## src/rtl/uart_cmd_pkg.sv

```systemverilog
// Shared command/reply codes, frame geometry and FSM encoding for the UART command responder.
package uart_cmd_pkg;
  localparam logic [7:0] CMD_WRITE = 8'h01;
  localparam logic [7:0] CMD_READ  = 8'h02;
  localparam logic [7:0] ACK       = 8'h06;
  localparam logic [7:0] NAK       = 8'h15;

  localparam int FRAME_ADDR_BYTES = 4;
  localparam int FRAME_DATA_BYTES = 4;

  typedef enum logic [2:0] {
    S_CMD, S_ADDR, S_DATA, S_BUS, S_ACK, S_NAK, S_RDATA
  } state_t;
endpackage

```

## src/rtl/uart_cmd_timer.sv

```systemverilog
// Inter-byte timeout counter: clears on clr, counts while en, flags expiry at all-ones.
module uart_cmd_timer #(
  parameter int W = 24
) (
  input  logic clk,
  input  logic rst,
  input  logic clr,
  input  logic en,
  output logic expire
);
  logic [W-1:0] count;

  assign expire = en && (&count);

  always_ff @(posedge clk) begin
    if (rst || clr || expire) count <= '0;
    else if (en)              count <= count + 1'b1;
  end
endmodule

```

## src/rtl/uart_cmd_responder.sv

```systemverilog
// Serial-to-memory bridge: decodes write/read frames from the UART byte interface and replies.
// Optional inter-byte timeout is enabled with `define UART_CMD_TIMEOUT_EN.
module uart_cmd_responder
  import uart_cmd_pkg::*;
#(
  parameter int ADDR_W    = 32,
  parameter int DATA_W    = 32,
  parameter int TIMEOUT_W = 24
) (
  input  logic                clk,
  input  logic                rst,
  input  logic [7:0]          rx_data,
  input  logic                rx_ready,
  output logic                data_read_en,
  input  logic                tx_ready,
  output logic [7:0]          tx_data,
  output logic                data_write_en,
  output logic                m_valid,
  output logic [ADDR_W-1:0]   m_addr,
  output logic [DATA_W-1:0]   m_wdata,
  output logic [DATA_W/8-1:0] m_wstrb,
  input  logic [DATA_W-1:0]   m_rdata,
  input  logic                m_ready,
  output logic                busy,
  output logic                err
);
  localparam logic [1:0] LAST_A = 2'(FRAME_ADDR_BYTES - 1);
  localparam logic [1:0] LAST_D = 2'(FRAME_DATA_BYTES - 1);

  state_t state, state_nx;
  logic                          op_wr;
  logic [1:0]                    cnt;
  logic [8*FRAME_ADDR_BYTES-1:0] addr_r;
  logic [DATA_W-1:0]             wdata_r, rdata_r;
  logic [7:0]                    rx_byte, tx_byte;
  logic                          rd_d1, tx_armed;
  logic                          take, launch, rx_state, tx_state, bad_cmd, tmo;

  // data_read_en doubles as "captured byte is valid this cycle"
  assign bad_cmd = (rx_byte != CMD_WRITE) && (rx_byte != CMD_READ);

`ifdef UART_CMD_TIMEOUT_EN
  uart_cmd_timer #(.W(TIMEOUT_W)) u_timer (
    .clk    (clk),
    .rst    (rst),
    .clr    (data_read_en),
    .en     (state == S_ADDR || state == S_DATA),
    .expire (tmo)
  );
`else
  logic [TIMEOUT_W-1:0] unused_timeout;
  assign unused_timeout = '0;
  assign tmo = 1'b0;
`endif

  always_ff @(posedge clk) begin
    if (rst) state <= S_CMD;
    else     state <= state_nx;
  end

  always_comb begin
    state_nx = state;
    case (state)
      S_CMD:   if (data_read_en) state_nx = bad_cmd ? S_NAK : S_ADDR;
      S_ADDR:  if (data_read_en && cnt == LAST_A) state_nx = op_wr ? S_DATA : S_BUS;
      S_DATA:  if (data_read_en && cnt == LAST_D) state_nx = S_BUS;
      S_BUS:   if (m_ready) state_nx = op_wr ? S_ACK : S_RDATA;
      S_ACK,
      S_NAK:   if (launch) state_nx = S_CMD;
      S_RDATA: if (launch && cnt == LAST_D) state_nx = S_CMD;
      default: state_nx = S_CMD;
    endcase
    if (tmo) state_nx = S_CMD;
  end

  always_comb begin
    rx_state = (state == S_CMD) || (state == S_ADDR) || (state == S_DATA);
    tx_state = (state == S_ACK) || (state == S_NAK) || (state == S_RDATA);
    // The core drops rx_ready late, so skip the two samples after a capture
    take     = rx_state && rx_ready && !data_read_en && !rd_d1 && !tmo;
    launch   = tx_state && tx_armed && tx_ready;
    case (state)
      S_ACK:   tx_byte = ACK;
      S_NAK:   tx_byte = NAK;
      default: tx_byte = rdata_r[{cnt, 3'b000} +: 8];
    endcase
    m_valid = (state == S_BUS);
    busy    = (state != S_CMD);
    m_wstrb = {(DATA_W/8){m_valid & op_wr}};
  end

  assign m_addr  = addr_r[ADDR_W-1:0];
  assign m_wdata = wdata_r;

  always_ff @(posedge clk) begin
    if (rst) begin
      data_read_en  <= 1'b0;
      rd_d1         <= 1'b0;
      rx_byte       <= '0;
      data_write_en <= 1'b0;
      tx_data       <= '0;
      tx_armed      <= 1'b1;
      err           <= 1'b0;
      op_wr         <= 1'b0;
      cnt           <= '0;
      addr_r        <= '0;
      wdata_r       <= '0;
      rdata_r       <= '0;
    end else begin
      data_read_en  <= take;
      rd_d1         <= data_read_en;
      data_write_en <= launch;
      err           <= (state == S_CMD && data_read_en && bad_cmd) || tmo;
      if (take)   rx_byte <= rx_data;
      if (launch) tx_data <= tx_byte;
      // Re-arm only after tx_ready has been seen low following a launch
      if (launch)         tx_armed <= 1'b0;
      else if (!tx_ready) tx_armed <= 1'b1;
      if (state == S_CMD && data_read_en) op_wr <= (rx_byte == CMD_WRITE);
      if (state_nx != state)
        cnt <= '0;
      else if ((data_read_en && (state == S_ADDR || state == S_DATA)) ||
               (launch && state == S_RDATA))
        cnt <= cnt + 1'b1;
      if (state == S_ADDR && data_read_en) addr_r[{cnt, 3'b000} +: 8]  <= rx_byte;
      if (state == S_DATA && data_read_en) wdata_r[{cnt, 3'b000} +: 8] <= rx_byte;
      if (state == S_BUS && m_ready && !op_wr) rdata_r <= m_rdata;
    end
  end
endmodule
```

## config.mk

```make
export PLATFORM = sky130hd
export DESIGN_NAME = uart_cmd_responder
export DESIGN_NICKNAME = d
export VERILOG_FILES = /design/src/rtl/uart_cmd_pkg.sv /design/src/rtl/uart_cmd_timer.sv /design/src/rtl/uart_cmd_responder.sv
export SDC_FILE = /design/constraint.sdc
export NUM_CORES = 1
export LEC_CHECK = 0
export ABC_AREA = 1
export BUFFER_PORTS_ARGS = -buffer_cell sky130_fd_sc_hd__buf_2
export CAP_MARGIN = 10
export CORE_MARGIN = 3
export CORE_UTILIZATION = 35
export DETAILED_ROUTE_END_ITERATION = 8
export PLACE_DENSITY = 0.65
export SYNTH_ARGS = -nofsm -noshare
export SYNTH_HDL_FRONTEND = slang
export SYNTH_HIERARCHICAL = 1
export SYNTH_SLANG_ARGS = --single-unit
```

## constraint.sdc

```tcl
create_clock -name clk -period 4.55 [get_ports clk]
set_input_delay 0.2275 -clock clk [delete_from_list [all_inputs] [get_ports clk]]
set_output_delay 0.2275 -clock clk [all_outputs]
set_load 0.05 [all_outputs]
```

* Word level (Yosys, flattened, before mapping)
Index checks and enable logic that the tools add are counted.
Word-level totals: logic and storage cells 75, bits in registers 123, output and inout port bits 81
Operators by class: shift operators 3, reductions and logical operators 29, mux-type cells 15, bitwise gates (word level) 1, equal/unequal tests 12, $add $sub $neg 2
Operator list (count):
- 32-bit bitwise mux | 2
- 8-bit by 7-bit variable shift with 32-bit output, first input constant | 1
- 32-bit by 6-bit indexed part select with 8-bit output | 1
- 8-bit by 7-bit indexed part select with 32-bit output | 1
- 3-bit 2-to-1 mux | 7
- 3-bit case mux with 6 select lines | 1
- 1-bit logical AND | 16
- 8-bit case mux with 2 select lines | 1
- 3-bit == test, second input constant | 3
- 8-bit by 1-bit == test with 1-bit output, second input constant | 1
- 8-bit by 1-bit inequality test with 1-bit output, second input constant | 1
- 8-bit by 2-bit inequality test with 1-bit output, second input constant | 1
- 5-bit negator with 7-bit output | 1
- 3-bit by 2-bit == test with 1-bit output, second input constant | 2
- 1-bit logical OR | 6
- 2-bit OR reduction | 2
- 3-bit by 1-bit == test with 1-bit output, second input constant | 1
- 1-bit logical NOT | 3
- 3-bit logical NOT | 1
- 1-bit 2-to-1 mux | 3
- 3-bit inequality test | 1
- 3-bit nonzero test | 1
- 2-bit by 1-bit adder with 2-bit output, second input constant | 1
- 2-bit == test, second input constant | 1
- 3 further kinds | 3

* Depth between registers and ports, before layout
depth in word-level cells 10, gate-level depth with buffers 10, mapped depth without buffers 9

* Least setup slack after synthesis
No wires, ideal clock.
kind register -> register, start point reg cnt[0], end point reg addr_r[0], in the netlist m_addr[0], slack 2.330 ns, buffers on the path 3, arrival 2.139 ns, cell stages (with the launch flop) 9, period minus slack after synthesis 2.220 ns, setup time 0.081 ns, cells stage by stage dfxtp_1 > clkbuf_1 > inv_1 > clkbuf_1 > ha_1 > nor2_1 > clkbuf_1 > a21oi_1 > a211oi_2
On the way: cells in the longest elaborated chain, start to end 3
Ends and longest elaborated chain:
- start, declared | line uart_cmd_responder.sv:32 | logic [1:0] cnt;
- start signal, assigned | line uart_cmd_responder.sv:124 | cnt <= cnt + 1'b1;
- 5-bit negator with 7-bit output * | line uart_cmd_responder.sv:125 | if (state == S_ADDR && data_read_en) addr_r[{cnt, 3'b000} +: 8] <= rx_byte;
- 8-bit by 7-bit indexed part select with 32-bit output or 8-bit by 7-bit variable shift with 32-bit output (tied branches) | line uart_cmd_responder.sv:125
- 32-bit bitwise mux * | line uart_cmd_responder.sv:125
- end signal, assigned by index | line uart_cmd_responder.sv:125
- end, declared | line uart_cmd_responder.sv:33 | logic [8*FRAME_ADDR_BYTES-1:0] addr_r;
Mark *: on every way between the ends. The rest lies on a longest branch, timed or not. A chain may end at the register's enable or synchronous reset.

* Final worst setup path
start point reg cnt[0], end point reg wdata_r[4], in the netlist m_wdata[4]
On the way: cells in the longest elaborated chain, start to end 3
Ends and longest elaborated chain:
- 5-bit negator with 7-bit output * | line uart_cmd_responder.sv:126 | if (state == S_DATA && data_read_en) wdata_r[{cnt, 3'b000} +: 8] <= rx_byte;
- 8-bit by 7-bit indexed part select with 32-bit output or 8-bit by 7-bit variable shift with 32-bit output (tied branches) | line uart_cmd_responder.sv:126
- 32-bit bitwise mux * | line uart_cmd_responder.sv:126
- end signal, assigned by index | line uart_cmd_responder.sv:126
- end, declared | line uart_cmd_responder.sv:34 | logic [DATA_W-1:0] wdata_r, rdata_r;
Marked as above.

==> results.json <==
{
  "crit_type": "reg -> reg",
  "numCtsBuffers": 17,
  "seqPwrFrac_pct": 43.4,
  "mostFrequentLayoutCell": "nor2_1",
  "syn2layout_area_growth_pct": 24.9,
  "rows": 43,
  "critPathMaxStageDelay_ns": 0.88,
  "maxSlewHeadroom_pct": 25.5,
  "worstMarginPinSlew_ns": 1.11,
  "cap_violations": 0,
  "synth_compound_area_share_pct": 20.1,
  "root_buffer": "clkbuf_16",
  "path_buf_inv": 1,
  "hold_violations": 0,
  "power.internal_uw": 1950,
  "detail_route.iter0.violations": 285,
  "die_w_um": 128,
  "ys_seq_area_share_pct": 47.6,
  "synth_mux_area_share_pct": 0,
  "hold_class": "in -> reg",
  "final_cell_mix": "152 x nor2_1, 125 x buf_2, 123 x dfxtp_1, 84 x o21ai_0, 76 x nand2_1",
  "cts_sinks": 123,
  "yosysTopAreaCell": "dfxtp_1",
  "synthSimpleGateAreaFrac_pct": 23.0,
  "status": "finished clean",
  "n_fill_cell": 1498,
  "cts_setup_buffers": 0,
  "synth_nets": 739,
  "clk_path_buf_depth": 2,
  "synth_area_um2": 5170,
  "multi_input_area_um2": 2300,
  "cp_data_arrival_time_ns": 3.48,
  "grt_max_degree": 51,
  "crit_fanout": 30,
  "layout-drive-gt1-share_pct": 24.4,
  "finalSetupTns_ns": 0,
  "ant_nets": 0,
  "clock_latency_ns": 0.43,
  "yosys.area_share.adder_pct": 1.21,
  "io_pins": 126,
  "switching_share_pct": 23.8,
  "max_freq_mhz": 318,
  "synth_top_family_by_area": "simple AND/OR/NAND/NOR gates",
  "required_ns": 4.89,
  "grt_pass1_wl_um": 22400,
  "ctsHtreeMaxLevel": 4,
  "synth.distinct_cells": 27,
  "grt_pass1_vias": 4439,
  "crit_path_end_kind": "flip-flop",
  "r2r_cells": 5,
  "whs_ns": 0.0238,
  "synthTopCellsByArea": "dfxtp_1 48%, nor2_1 11%, o21ai_0 8.1%",
  "p_leak_uw": 0.00289,
  "grt_overflow": 0,
  "yosys_warnings": 6,
  "min_from": "m_rdata[29]",
  "cts_tree": "yes",
  "placeableCoreArea_um2": 14100,
  "path_cells": "inv_1 > ha_1 > nor2_1 > a21oi_1 > a211oi_2",
  "die_h_um": 128,
  "grtUsageTotal_pct": 17.4,
  "num_antenna_cells": 0,
  "pwr-share-clk_pct": 52.0,
  "min_period_ns": 3.14,
  "via_count": 4819,
  "io_buffers": 125,
  "register_area_um2": 2460,
  "cpMaxStageDelayCell": "dfxtp_1",
  "final_nets": 850,
  "place_hpwl_um": 9810,
  "routabilityCongestion": 0.845,
  "viasPerCell": 4.85,
  "min_period_over_period_pct": 69.1,
  "power_density_nw_per_um2": 396,
  "power.switching_uw": 608,
  "antenna_found_initial": 0,
  "r2r-start": "cnt[0]",
  "synth_xor_area_share_pct": 0.169,
  "die_area_um2": 16300,
  "postSynthCellCount": 689,
  "start_util_pct": 36.6,
  "fin_area_um2": 6460,
  "synth-seq-cells": 123,
  "place_area_um2": 5860,
  "hold_path_end": "rdata_r[29]",
  "whs_path_depth": 3,
  "fin_worst_skew_ns": 0.00726,
  "route.detailed.drc": 0,
  "peakVddDrop_mv": 0.257,
  "reg2reg_to": "m_wdata[4]",
  "clk_pin_slew_ns": 0.06,
  "avgSynthCellArea_um2": 7.51,
  "post_drt_wl_per_cell_um": 14.2,
  "p_comb_share_pct": 4.7,
  "ctsResizeCount": 0,
  "drt-pass1-iter-count": 4,
  "cp_top_family": "flip-flops",
  "rrSetupSlack_ns": 1.41,
  "netlist.area_leader.share_pct": 47.6,
  "wl_um": 14100,
  "crit_path_start_kind": "flip-flop",
  "final_max_slew_viol_count": 0,
  "setup_violations": 0,
  "grt_setup_unrepaired": "no"
}
==> metal layers <==
metal | global-route usage (%) | up-vias | wire length [µm]
li1 | - | 2467 | -
met1 | 24.2 | 2202 | 6780
met2 | 25.6 | 127 | 6230
met3 | 5.10 | 23 | 853
met4 | 6.56 | 0 | 222
met5 | 0 | - | 0
==> cell type report <==
| cell class | instances | area share (%) |
|---|---|---|
| Clock buffer | 18 | 6.80 |
| Clock inverter | 14 | 2.27 |
| Inverter | 62 | 3.68 |
| Multi-Input combinational cell | 468 | 35.6 |
| Sequential cell | 123 | 38.1 |
| Tap cell | 180 | 3.49 |
| Timing Repair Buffer | 128 | 10.1 |
==> kinds of logic (layout without fill, tap and decap cells) <==
kind of cell,Yosys count,count (layout)
DFF,123,123
buffers and inverters,98,222
xor gates and xnor gates,1,1
and+or+nand+nor,279,279
AOI/OAI and AO/OA,183,183
adders and majority gates,5,5
==> worst min-delay path: cells and delay by family <==
kind          cells  cell delay, ns
simple gates      2            0.11
buf+inv           1            0.07
==> state kept, by name (all words and copies together), names as in the netlist, 2 cells and up <==
register / cells
m_addr: 32
state: 3
rdata_r: 32
rx_byte: 8
cnt: 2
tx_data: 8
m_wdata: 32
==> stage by stage <==
step / setup slack [ns] / utilization (%) / instances / power, µW
2_1_floorplan: 2.33 / - / 689 / 1200
3_5_place_dp: 1.43 / 41.4 / 960 / 1250
3_3_place_gp: 1.51 / 41.4 / 960 / 1250
6_report: 1.41 / 45.7 / 993 / 2560
5_1_grt: 0.986 / 45.7 / 993 / 2650
4_1_cts: 1.41 / 45.7 / 993 / 2580
==> cell usage after synthesis, drive strengths merged <==
cell / n
buf: 13
dfxtp: 123
nor2: 160
a21oi: 75
a211oi: 15
nand3: 31
ha: 5
nand4: 3
o21ai: 92
clkbuf: 23
xor2: 1
nand2: 81
nor3: 4
inv: 62
o2111ai: 1
==> timing repair <==
item / in CTS / in global routing
setup endpoints to repair: 0 / 0
hold endpoints to repair: 1 / 0
hold buffers: 1 / 0
==> worst max path at each step <==
| stage | endpoint | start | cells after the start | slack (ns) |
|---|---|---|---|---|
| finish | m_wdata[4] | cnt[0] | 5 | 1.41 |
| global route | m_wdata[4] | cnt[0] | 5 | 0.99 |
| CTS | m_addr[7] | cnt[0] | 5 | 1.41 |
| detailed placement | m_addr[7] | cnt[0] | 5 | 1.43 |
| global placement | m_addr[4] | cnt[0] | 5 | 1.51 |
| floorplan | m_addr[0] | cnt[0] | 8 | 2.33 |
==> power groups by stage <==
stage	Sequential (µW)	Clock [µW]	Combinational [µW]
4_1_cts	1110	1350	120
2_1_floorplan	1140	0	66.2
6_report	1110	1330	119
3_5_place_dp	1130	0	118
3_3_place_gp	1130	0	117
5_1_grt	1110	1400	133
(Power assumes the default switching activity.)
